<file path="src/rtl/ps2_kbd_tx.sv">
// Device-side PS/2 transmitter: scan codes are queued in a FIFO and sent as 11-bit frames.
// Define PS2_TX_INHIBIT_EN to add the host_inhibit input (frame abort with retransmission).
module ps2_kbd_tx #(
    parameter int unsigned CLK_DIV    = 4,
    parameter int unsigned FIFO_DEPTH = 4,
    parameter int unsigned GAP_CYCLES = 8
) (
    input  logic       clk,
    input  logic       reset,
    input  logic [7:0] data_in,
    input  logic       data_valid,
    output logic       data_ready,
`ifdef PS2_TX_INHIBIT_EN
    input  logic       host_inhibit,
`endif
    output logic       ps2_clk,
    output logic       ps2_data,
    output logic       busy
);
    localparam int unsigned PtrW   = $clog2(FIFO_DEPTH);
    localparam int unsigned CntMax = (2 * CLK_DIV > GAP_CYCLES) ? 2 * CLK_DIV : GAP_CYCLES;
    localparam int unsigned CntW   = $clog2(CntMax + 1);

    localparam logic [PtrW:0]   DepthVal = FIFO_DEPTH[PtrW:0];
    localparam logic [CntW-1:0] HalfVal  = CntW'(CLK_DIV);
    localparam logic [CntW-1:0] BitLast  = CntW'(2 * CLK_DIV - 1);
    localparam logic [CntW-1:0] GapLast  = CntW'(GAP_CYCLES - 1);

    typedef enum logic [1:0] {StIdle, StSend, StGap} state_e;

    state_e          state_q, state_d;
    logic [CntW-1:0] cnt_q, cnt_d;
    logic [3:0]      bit_idx_q, bit_idx_d;
    logic [7:0]      tx_byte_q, tx_byte_d;
    logic            retry_q, retry_d;
    logic            ps2_clk_q, ps2_clk_d;
    logic            ps2_data_q, ps2_data_d;
    logic [PtrW-1:0] wr_ptr_q, wr_ptr_d;
    logic [PtrW-1:0] rd_ptr_q, rd_ptr_d;
    logic [PtrW:0]   count_q, count_d;
    logic [7:0]      mem_q [FIFO_DEPTH];
    logic [7:0]      mem_d [FIFO_DEPTH];

    logic full, empty, push, pop, inhibit;

`ifdef PS2_TX_INHIBIT_EN
    assign inhibit = host_inhibit;
`else
    assign inhibit = 1'b0;
`endif

    // Wire order: start 0, data LSB first, odd parity, stop 1.
    function automatic logic frame_bit(input logic [7:0] b, input logic [3:0] idx);
        if (idx == 4'd0) begin
            return 1'b0;
        end else if (idx <= 4'd8) begin
            return b[idx[2:0] - 3'd1];
        end else if (idx == 4'd9) begin
            return ~^b;
        end
        return 1'b1;
    endfunction

    assign full       = (count_q == DepthVal);
    assign empty      = (count_q == '0);
    assign push       = data_valid && !full;
    assign data_ready = !full;
    assign busy       = (state_q != StIdle) || !empty || retry_q;
    assign ps2_clk    = ps2_clk_q;
    assign ps2_data   = ps2_data_q;

    always_comb begin
        state_d    = state_q;
        cnt_d      = cnt_q;
        bit_idx_d  = bit_idx_q;
        tx_byte_d  = tx_byte_q;
        retry_d    = retry_q;
        ps2_clk_d  = 1'b1;
        ps2_data_d = 1'b1;
        pop        = 1'b0;
        unique case (state_q)
            StIdle: begin
                if (!inhibit && (retry_q || !empty)) begin
                    state_d    = StSend;
                    cnt_d      = '0;
                    bit_idx_d  = 4'd0;
                    ps2_data_d = 1'b0;
                    if (retry_q) begin
                        retry_d = 1'b0;
                    end else begin
                        pop       = 1'b1;
                        tx_byte_d = mem_q[rd_ptr_q];
                    end
                end
            end
            StSend: begin
                // Abort is allowed until the parity bit's falling edge has been driven.
                if (inhibit && ((bit_idx_q < 4'd9) || (bit_idx_q == 4'd9 && cnt_q < HalfVal))) begin
                    state_d = StGap;
                    cnt_d   = '0;
                    retry_d = 1'b1;
                end else if (cnt_q == BitLast) begin
                    cnt_d = '0;
                    if (bit_idx_q == 4'd10) begin
                        state_d = StGap;
                    end else begin
                        bit_idx_d  = bit_idx_q + 4'd1;
                        ps2_data_d = frame_bit(tx_byte_q, bit_idx_q + 4'd1);
                    end
                end else begin
                    cnt_d      = cnt_q + CntW'(1);
                    ps2_data_d = frame_bit(tx_byte_q, bit_idx_q);
                    ps2_clk_d  = ((cnt_q + CntW'(1)) < HalfVal);
                end
            end
            StGap: begin
                if (inhibit) begin
                    cnt_d = '0;
                end else if (cnt_q == GapLast) begin
                    state_d = StIdle;
                    cnt_d   = '0;
                end else begin
                    cnt_d = cnt_q + CntW'(1);
                end
            end
            default: state_d = StIdle;
        endcase
    end

    always_comb begin
        mem_d    = mem_q;
        wr_ptr_d = wr_ptr_q;
        rd_ptr_d = rd_ptr_q;
        count_d  = count_q;
        if (push) begin
            mem_d[wr_ptr_q] = data_in;
            wr_ptr_d        = wr_ptr_q + PtrW'(1);
        end
        if (pop) begin
            rd_ptr_d = rd_ptr_q + PtrW'(1);
        end
        case ({push, pop})
            2'b10:   count_d = count_q + (PtrW + 1)'(1);
            2'b01:   count_d = count_q - (PtrW + 1)'(1);
            default: count_d = count_q;
        endcase
    end

    always_ff @(posedge clk) begin
        if (reset) begin
            state_q    <= StIdle;
            cnt_q      <= '0;
            bit_idx_q  <= 4'd0;
            tx_byte_q  <= 8'h00;
            retry_q    <= 1'b0;
            ps2_clk_q  <= 1'b1;
            ps2_data_q <= 1'b1;
            wr_ptr_q   <= '0;
            rd_ptr_q   <= '0;
            count_q    <= '0;
        end else begin
            state_q    <= state_d;
            cnt_q      <= cnt_d;
            bit_idx_q  <= bit_idx_d;
            tx_byte_q  <= tx_byte_d;
            retry_q    <= retry_d;
            ps2_clk_q  <= ps2_clk_d;
            ps2_data_q <= ps2_data_d;
            wr_ptr_q   <= wr_ptr_d;
            rd_ptr_q   <= rd_ptr_d;
            count_q    <= count_d;
        end
    end

    always_ff @(posedge clk) begin
        mem_q <= mem_d;
    end

endmodule

</file>
<file path="config.mk">
export PLATFORM = sky130hd
export DESIGN_NAME = ps2_kbd_tx
export DESIGN_NICKNAME = d
export VERILOG_FILES = /design/src/rtl/ps2_kbd_tx.sv
export SDC_FILE = /design/constraint.sdc
export NUM_CORES = 1
export LEC_CHECK = 0
export BUFFER_PORTS_ARGS = -buffer_cell sky130_fd_sc_hd__buf_4
export CAP_MARGIN = 10
export CORE_MARGIN = 2
export CORE_UTILIZATION = 55
export CTS_BUF_LIST = sky130_fd_sc_hd__clkbuf_4 sky130_fd_sc_hd__clkbuf_8
export CTS_CLUSTER_DIAMETER = 40
export DETAILED_ROUTE_END_ITERATION = 6
export PLACE_DENSITY_LB_ADDON = 0.12
export SLEW_MARGIN = 20
export SYNTH_ARGS = -nofsm -noshare
export SYNTH_HDL_FRONTEND = slang
export SYNTH_SLANG_ARGS = --single-unit
export TNS_END_PERCENT = 10
</file>
<file path="constraint.sdc">
create_clock -name clk -period 5.9 [get_ports clk]
set_input_delay 0.59 -clock clk [delete_from_list [all_inputs] [get_ports clk]]
set_output_delay 0.59 -clock clk [all_outputs]
set_load 0.1 [all_outputs]
</file>
==> out/metrics.csv, run 1 <==
metric,value,unit
critPathArrivalTime,2.73,ns
gp_congestion,0.804,
dp_hpwl,3200,um
grtUsageTotal,18.3,%
yosysTopAreaCell,edfxtp_1,
cts_hold_buf,0,
cts_setup_buffers,0,
finalSetupTns,0,ns
grt_first_pass_wirelength,8160,um
insertion_delay,0.34,ns
seq_power_share,36.3,%
synth_area,0.00287,mm^2
area_growth_syn_to_layout,12.2,%
yosys-top-cells-area,"edfxtp_1, dfxtp_1, mux4_2",
clkTransAtPathRegs,0.07,ns
cts_resized,0,
first_global_vias,1805,
synthCells,243,
drv_cap,0,
syn_nets,269,
die-area,0.00581,mm^2
via_per_inst,5.30,
p_int,1.01,mW
relSlewSlack,57.1,%
worst_pin_slew,0.627,ns
startpoint_type,register,
clk_path_buf_depth,2,
worstSetupPathType,reg2reg,
io_pins,15,
ys_warn_count,0,
fmax,394,MHz
drive_above_1_share,17.2,%
min_period_over_period,43.0,%
synth-edff-count,32,
ys_types,45,
cts.sinks,59,
drtPass1Iterations,4,
fin_ws,3.36,ns
first_iter_violations,103,
ys_top_cells_by_count,"edfxtp_1, dfxtp_1, nand2_1",
p_leak,1.17,nW
port_buffers,14,
synth_top_area_share,33.5,%
synthMostInstantiatedCell,edfxtp_1,
comb_power_share,39.0,%
start_util,56.5,%
syn_area_per_cell,11.8,um^2
drc,0,
place_ws,3.35,ns
yosysSeqAreaShare,52.3,%
die_h,76.2,um
p_per_area,493,mW/mm^2
status,completed,
clockRootBuffer,clkbuf_8,
crit_path_max_fanout,10,
routed_wl,4590,um
rsz0062_at_grt,false,
ant_nets,0,
worstPathRequired,6.09,ns
synth_ff_type,edfxtp_1,
min_period,2.54,ns
skew,0.00913,ns
power_switching,0.580,mW
ys_ff_latch,59,
cts_tree,built,
grt_max_degree,29,
antenna_found_initial,0,
swShare,36.6,%
ir_worst_vdd,0.321,mV
hold_class,in2reg,
seqCellArea,0.00150,mm^2
htreeDepth,3,
numCtsBuffers,9,
grt-ovfl-total,0,
setup_viol,0,
timing_hold_violations_final,0,
multi_input_area,0.00127,mm^2
fp-row-count,26,
synth_async_sr_flop_share,0,%
num_antenna_cells,0,
vias,1755,
die_x,76.2,um
final-max-slew-violation-count,0,
wire_per_inst,13.9,um
pwr-share-clk,24.7,%
final_nets,282,
fillers,421,
core_area,0.00507,mm^2
end_kind,register,
-- critical path, cell delays in order (launching register included) --
cell      delay [ns]
dfxtp_1         0.53
inv_1           0.15
ha_1            0.47
mux2_1          0.35
mux4_2          0.45
maj3_2          0.31
o211ai_2        0.08
a32oi_2         0.06
-- kinds of logic after synthesis --
logic type | synth area share [%]
and+or+nand+nor | 13.2
DFF | 52.3
AOI/OAI and AO/OA | 7.24
buffers and inverters | 3.49
muxes | 11.6
adders and majority gates | 7.20
xor gates and xnor gates | 4.93
-- path summary, 6_finish.rpt --
check	slack, ns	startpoint	end	cells after the start
max	3.36	bit_idx_q[0]	ps2_data	7
min reg2reg	0.50	tx_byte_q[0]	tx_byte_q[0]	2
max reg2reg	3.36	bit_idx_q[0]	ps2_data	7
min	0.46	data_in[0]	mem_q[16]	1
-- flip-flops by register name, indices dropped and copies added (netlist names) --
register and count:
mem_q 32, tx_byte_q 8, bit_idx_q 4, cnt_q 4
count_q 3, rd_ptr_q 2, state_q 2, wr_ptr_q 2
ps2_clk 1, ps2_data 1
-- placed cells by master, fill, tap and decap left out, types with 2 or more instances in the layout --
cell type  synthesis  final
xnor2_1            9      9
nand2_1           24     24
o21ai_0            4      4
nand3_1            5      5
and3_1             4      4
nor3_1             3      3
ha_1              14     14
dfxtp_1           27     27
or3_1              2      2
inv_1             10     10
clkbuf_8           0      9
mux2_1             3      3
nand2b_1           5      5
nor2_1            18     18
buf_4              0     14
a21oi_1           20     20
inv_2              2      2
bufinv_16          0      2
nand4_1            2      2
mux4_2             9      9
edfxtp_1          32     32
mux2i_1            3      3
and2_1             3      3
nand3b_1           3      3
mux4_1             2      2
xor2_1             4      4
clkinv_1           0      2
o21ai_1            4      4
nor2b_1            3      3
-- layer usage --
layer	up-vias	part of all wire, %	global-route usage (%)
met5	-	0	0
met4	0	1.2	9.27
met3	6	4.3	5.69
met2	34	48	29.4
met1	823	46	22.3
li1	892	-	-
-- layout make-up --
type | count | area share (%)
multi-input combinational | 160 | 39.4
inverter | 12 | 1.40
clock inverter | 6 | 2.49
timing repair buffer | 14 | 3.27
sequential | 59 | 46.7
tap | 70 | 2.72
clock buffer | 10 | 4.08
-- stage by stage --
stage          total power, mW  cell area (um^2)  hold WS (ns)  cells  utilization [%]
2_1_floorplan             1.10              2870         0.466    243                -
3_3_place_gp              1.20              3010         0.489    315             59.2
3_5_place_dp              1.21              3010         0.495    315             59.2
4_1_cts                   1.60              3220         0.438    331             63.4
5_1_grt                   1.69              3220         0.444    331             63.4
6_report                  1.59              3220         0.458    331             63.4
-- power by group through the flow --
stage | combinational [mW] | clock, mW | sequential (mW)
finish | 0.618 | 0.392 | 0.576
global route | 0.686 | 0.419 | 0.589
CTS | 0.624 | 0.401 | 0.578
detailed placement | 0.621 | 0 | 0.586
global placement | 0.613 | 0 | 0.586
floorplan | 0.527 | 0 | 0.574
Note: power is estimated with default switching activity, not from simulation.
==> run 2: changes to the inputs <==
--- a/config.mk
+++ b/config.mk
@@ -5,6 +5,7 @@
 export SDC_FILE = /design/constraint.sdc
 export NUM_CORES = 1
 export LEC_CHECK = 0
+export ABC_AREA = 1
 export BUFFER_PORTS_ARGS = -buffer_cell sky130_fd_sc_hd__buf_4
 export CAP_MARGIN = 10
 export CORE_MARGIN = 2
==> constraint.sdc (replaced) <==
create_clock -name clk -period 2.6 [get_ports clk]
set_input_delay 0.26 -clock clk [delete_from_list [all_inputs] [get_ports clk]]
set_output_delay 0.26 -clock clk [all_outputs]
set_load 0.1 [all_outputs]
==> run 2 against run 1 <==
Cell count increased by 33%. Global-route usage increased by 1.5 points. Total power grew 150%. First-iteration DRC count grew 34%. Clock power increased by 110%. Core utilization increased by 1.5 points. Fmax is 15% higher. Clock skew down 0.0028 ns.
==> out/metrics.csv, run 2 <==
metric,value,unit,change
core_area,0.00517,mm^2,+1.9%
yosysTopAreaCell,edfxtp_1,,
crit_chain,inv_1 -> ha_1 -> inv_1 -> a31oi_1 -> ha_1 -> inv_1 -> fa_1 -> a21oi_1 -> o21ai_0 -> o21ai_0 -> a21oi_1,,
rr_startpoint,state_q[1],,
crit_path_max_fanout,3,,-7
fp-row-count,26,,unchanged
ff2ff_path_depth,11,,+4
grt_max_degree,21,,-28%
worstSetupPathType,reg2reg,,
synth-edff-count,32,,unchanged
synth_top_area_share,32.0,%,-1.5 points
antenna_found_initial,0,,unchanged
port_buffers,14,,unchanged
syn_nets,374,,+39%
min_period,2.21,ns,-0.329 ns
ir_worst_vdd,0.635,mV,+98%
clk_path_buf_depth,2,,unchanged
first_global_vias,2076,,+15%
skew,0.00638,ns,-0.00275 ns
start_util,58.0,%,+1.5 points
status,completed,,
dp_hpwl,3840,um,+20%
ys_warn_count,0,,unchanged
critical_path_depth,11,,+4
min_path_cells,1,,unchanged
ys_ff_latch,59,,unchanged
cts_setup_buffers,0,,unchanged
worst_pin_slew,0.795,ns,+0.167 ns
num_antenna_cells,0,,unchanged
crit_buf_inv,3,,+2
area_growth_syn_to_layout,11.9,%,
regMostFlops,mem_q,,
power,3.96,mW,+150%
timing_hold_violations_final,0,,unchanged
synth_area,0.00300,mm^2,+4.6%
critical_path.max_stage_delay,0.37,ns,-0.16 ns
drv_cap,0,,unchanged
crit_slowest_cell,fa_1,,
cts.sinks,59,,unchanged
io_pins,15,,unchanged
final_cell_mix,"nand2_1, nor2_1, inv_1",,
holdWs,0.126,ns,-0.332 ns
syn_area_per_cell,8.63,um^2,-27%
fmax,453,MHz,+15%
vias,2272,,+29%
die-area,0.00606,mm^2,+4.4%
ys_top_cells_by_count,"nand2_1, nor2_1, inv_1",,
rsz0062_at_grt,false,,
end_kind,register,,
routed_wl,5400,um,+18%
htreeDepth,3,,unchanged
die_x,77.9,um,+2.2%
drtPass1Iterations,4,,unchanged
drive_above_1_share,13.5,%,-3.8 points
hold_class,in2reg,,
fin_ws,0.393,ns,-2.97 ns
yosys-top-cells-area,"edfxtp_1, dfxtp_1, nand2_1",,
worstPathRequired,2.82,ns,-3.27 ns
die_h,77.9,um,+2.2%
setup_viol,0,,unchanged
clockRootBuffer,clkbuf_8,,
cts_resized,0,,unchanged
crit_family,adder cells,,
synth_async_sr_flop_share,0,%,unchanged
largest_reg_flops,32,,unchanged
place_ws,0.446,ns,-2.90 ns
gp_congestion,0.763,,-5.1%
relSlewSlack,46.8,%,-10 points
synthCells,348,,+43%
wire_per_inst,12.3,um,-12%
grt_first_pass_wirelength,9380,um,+15%
insertion_delay,0.33,ns,about the same
startpoint,state_q[1],,
finalSetupTns,0,ns,unchanged
cts_hold_buf,0,,unchanged
grt-ovfl-total,0,,unchanged
grtUsageTotal,19.8,%,+1.5 points
hp-start,data_in[2],,
ys_types,34,,-24%
final_nets,392,,+39%
fin_util,64.9,%,+1.5 points
via_per_inst,5.15,,-2.8%
startpoint_type,register,,
ant_nets,0,,unchanged
p_leak,1.40,nW,+20%
drc,0,,unchanged
cts_tree,built,,
clkTransAtPathRegs,0.07,ns,about the same
top_regs,"mem_q (32), tx_byte_q (8)",,
first_iter_violations,138,,+34%
p_per_area,1180,mW/mm^2,+140%
min_period_over_period,84.9,%,+42 points
critPathArrivalTime,2.43,ns,-0.30 ns
critPathMostFrequentCell,inv_1,,
layout_commonest_cell,nand2_1,,
synth_ff_type,edfxtp_1,,
numCtsBuffers,9,,unchanged
final-max-slew-violation-count,0,,unchanged
synthMostInstantiatedCell,nand2_1,,
yosysSeqAreaShare,50.0,%,-2.3 points
## run 2: where the power goes
| part | internal, mW | switching, mW | leakage, nW | total [mW] |
|---|---|---|---|---|
| sequential | 1.18 | 0.147 | 0.516 | 1.33 |
| combinational | 0.594 | 1.22 | 0.775 | 1.81 |
| clock | 0.475 | 0.346 | 0.107 | 0.821 |
| total | 2.25 | 1.71 | 1.40 | 3.96 |
## run 2: worst reg2reg max path, stage by stage, from the launching register on
cell and delay [ns]:
dfxtp_1 0.32, inv_1 0.11, ha_1 0.26, inv_1 0.11
a31oi_1 0.21, ha_1 0.18, inv_1 0.06, fa_1 0.37
a21oi_1 0.14, o21ai_0 0.11, o21ai_0 0.16, a21oi_1 0.05
## run 2: cells by family after synthesis
logic type	count (synthesis)	synth area share, %
adder cells (fa/ha/maj)	15	6.50
flip-flops	59	50.0
buffers and inverters	51	7.34
XOR/XNOR	4	1.17
AO/OA/AOI/OAI	74	13.7
AND/OR/NAND/NOR	145	21.3
## run 2: final cells by class
cell class	count	area, um^2
Multi-Input combinational cell	238	1280
Inverter	40	153
Fill cell	439	1810
Clock buffer	11	145
Clock inverter	5	51.3
Timing Repair Buffer	18	135
Sequential cell	59	1500
Tap cell	70	87.6
## run 2: worst paths after layout
check | end | slack (ns)
worst min register to register | cnt_q[0] | 0.49
worst min-delay path | mem_q[2] | 0.13
worst max-delay path | count_q[2] | 0.39
worst max register to register | count_q[2] | 0.39
## run 2: routing by layer
metal	up-vias	routed length, um	global-route usage (%)
met4	0	90	8.57
met3	11	208	4.30
met1	1021	2590	24.8
li1	1203	-	-
met5	-	0	0
met2	37	2510	32.9
## run 2: metrics by stage
stage / cells / cell area (um^2)
2_1_floorplan: 348 / 3010
3_3_place_gp: 425 / 3160
3_5_place_dp: 425 / 3160
4_1_cts: 441 / 3360
5_1_grt: 441 / 3360
6_report: 441 / 3360
==> run 3: changes to the inputs <==
==> constraint.sdc (replaced) <==
create_clock -name clk -period 2.15 [get_ports clk]
set_input_delay 0.215 -clock clk [delete_from_list [all_inputs] [get_ports clk]]
set_output_delay 0.215 -clock clk [all_outputs]
set_load 0.1 [all_outputs]
==> run 3 against run 2 <==
First-iteration DRC count is 6.5% lower. Critical path type unchanged. Critical endpoint unchanged. Total power is 28% higher. Critical path depth stayed put. Largest cell class unchanged. Routed wire length is 3.6% higher. Count of clock-buffer cells in the layout is 2 lower. Core utilization is 2.0 points higher. Die area stayed put.
==> out/metrics.csv, run 3 (same netlist as run 2, synthesis figures left out) <==
metric,value,unit,change
status,completed,,
worst_pin_slew,0.483,ns,-0.311 ns
min_period,1.99,ns,-0.220 ns
first_global_vias,2098,,+1.1%
min_period_over_period,92.4,%,+7.5 points
start_util,58.0,%,unchanged
drive_above_1_share,15.4,%,+1.9 points
setup_viol,0,,unchanged
power,5.08,mW,+28%
regMostFlops,mem_q,,
largest_reg_flops,32,,unchanged
htreeDepth,3,,unchanged
hold_class,in2reg,,
crit_path_max_fanout,3,,unchanged
p_per_area,1470,mW/mm^2,+24%
timing_hold_violations_final,0,,unchanged
fin_util,66.9,%,+2.0 points
wire_per_inst,12.5,um,+2.4%
gp_congestion,0.782,,+2.6%
design_area,0.00346,mm^2,+3.1%
numCtsBuffers,9,,unchanged
core_area,0.00517,mm^2,unchanged
port_buffers,14,,unchanged
dp_hpwl,3860,um,+0.45%
fp-row-count,26,,unchanged
critPathArrivalTime,2.20,ns,-0.23 ns
vias,2244,,-1.2%
drv_cap,0,,unchanged
seqCellArea,0.00150,mm^2,unchanged
clkTransAtPathRegs,0.06,ns,about the same
io_pins,15,,unchanged
final_nets,397,,+1.3%
top_regs,"mem_q (32), tx_byte_q (8)",,
rsz0062_at_grt,false,,
grt-ovfl-total,0,,unchanged
fin_ws,0.163,ns,-0.230 ns
p_leak,1.43,nW,+2.5%
worstSetupPathType,reg2reg,,
area_growth_syn_to_layout,15.3,%,
antenna_found_initial,0,,unchanged
place_ws,0.0794,ns,-0.367 ns
multi_input_area,0.00132,mm^2,+2.5%
grt_first_pass_wirelength,9650,um,+2.9%
drtPass1Iterations,4,,unchanged
grtUsageTotal,20.6,%,+0.82 points
grt_max_degree,20,,-4.8%
layout_commonest_cell,nand2_1,,
relSlewSlack,67.8,%,+21 points
ant_nets,0,,unchanged
via_per_inst,5.03,,-2.3%
cts.sinks,59,,unchanged
cts_hold_buf,0,,unchanged
fmax,503,MHz,+11%
cts_setup_buffers,0,,unchanged
end_kind,register,,
first_iter_violations,129,,-6.5%
dpl_cell_area,0.00321,mm^2,+1.7%
finalSetupTns,0,ns,unchanged
die_h,77.9,um,unchanged
drc,0,,unchanged
cts_tree,built,,
insertion_delay,0.33,ns,about the same
final-max-slew-violation-count,0,,unchanged
die_x,77.9,um,unchanged
worstPathRequired,2.37,ns,-0.45 ns
routed_wl,5600,um,+3.6%
final_cell_mix,"nand2_1, nor2_1, inv_1",,
ir_worst_vdd,0.681,mV,+7.4%
die-area,0.00606,mm^2,unchanged
num_antenna_cells,0,,unchanged
startpoint_type,register,,
clk_path_buf_depth,2,,unchanged
clockRootBuffer,clkbuf_8,,
fillers,422,,-3.9%
skew,0.00758,ns,+0.00120 ns
-- run 3: cell count changes in the layout (fill, tap and decap cells not counted), moves of 2 or more --
cell / change
buf_4: +5
ha_2: +2
clkinv_2: -2
clkinv_1: +3
ha_1: -2
bufinv_16: +2
-- run 3: power breakdown --
part           switching (mW)  internal [mW]
clock network           0.413          0.755
logic                    1.52          0.767
registers               0.195           1.43
total                    2.13           2.95
-- run 3: final cells by class --
cell class              count  share of cell area, %
repair buffers             23                   4.99
inverters                  40                   4.41
clock buffers               9                   3.58
flip-flops and latches     59                   43.4
clock inverters             7                   3.07
multi-input cells         238                   38.1
well taps                  70                   2.53
-- run 3: timing repair --
action,in CTS,in global routing
endpoints found under the hold margin,0,0
gates resized for setup,0,6
setup endpoints to repair,0,2
-- run 3: metrics by stage --
stage / std cells / hold slack (ns)
5_1_grt: 446 / 0.0707
2_1_floorplan: 348 / 0.314
3_5_place_dp: 430 / 0.417
4_1_cts: 446 / 0.0606
3_3_place_gp: 430 / 0.416
6_report: 446 / 0.0799
-- run 3: worst paths after layout --
path / slack (ns) / end / cells past startpoint / from
max: 0.16 / count_q[2] / 11 / state_q[1]
min: 0.08 / mem_q[3] / 1 / data_in[3]
max reg2reg: 0.16 / count_q[2] / 11 / state_q[1]
min reg2reg: 0.49 / cnt_q[1] / 2 / cnt_q[1]
-- run 3: worst max-delay path, cell delays in order (launching register included) --
cell	delay, ns
dfxtp_1	0.32
inv_1	0.10
ha_2	0.19
inv_1	0.07
a31oi_2	0.17
ha_1	0.17
inv_1	0.07
fa_2	0.35
a21oi_2	0.14
o21ai_1	0.09
o21ai_0	0.15
a21oi_1	0.05
-- run 3: routing by layer --
layer  vias up  GRT usage [%]  wire, um
li1       1207              -         -
met1       993           25.9      2630
met2        40           33.1      2710
met3         4           3.95       196
met4         0           12.0        61
met5         -              0         0
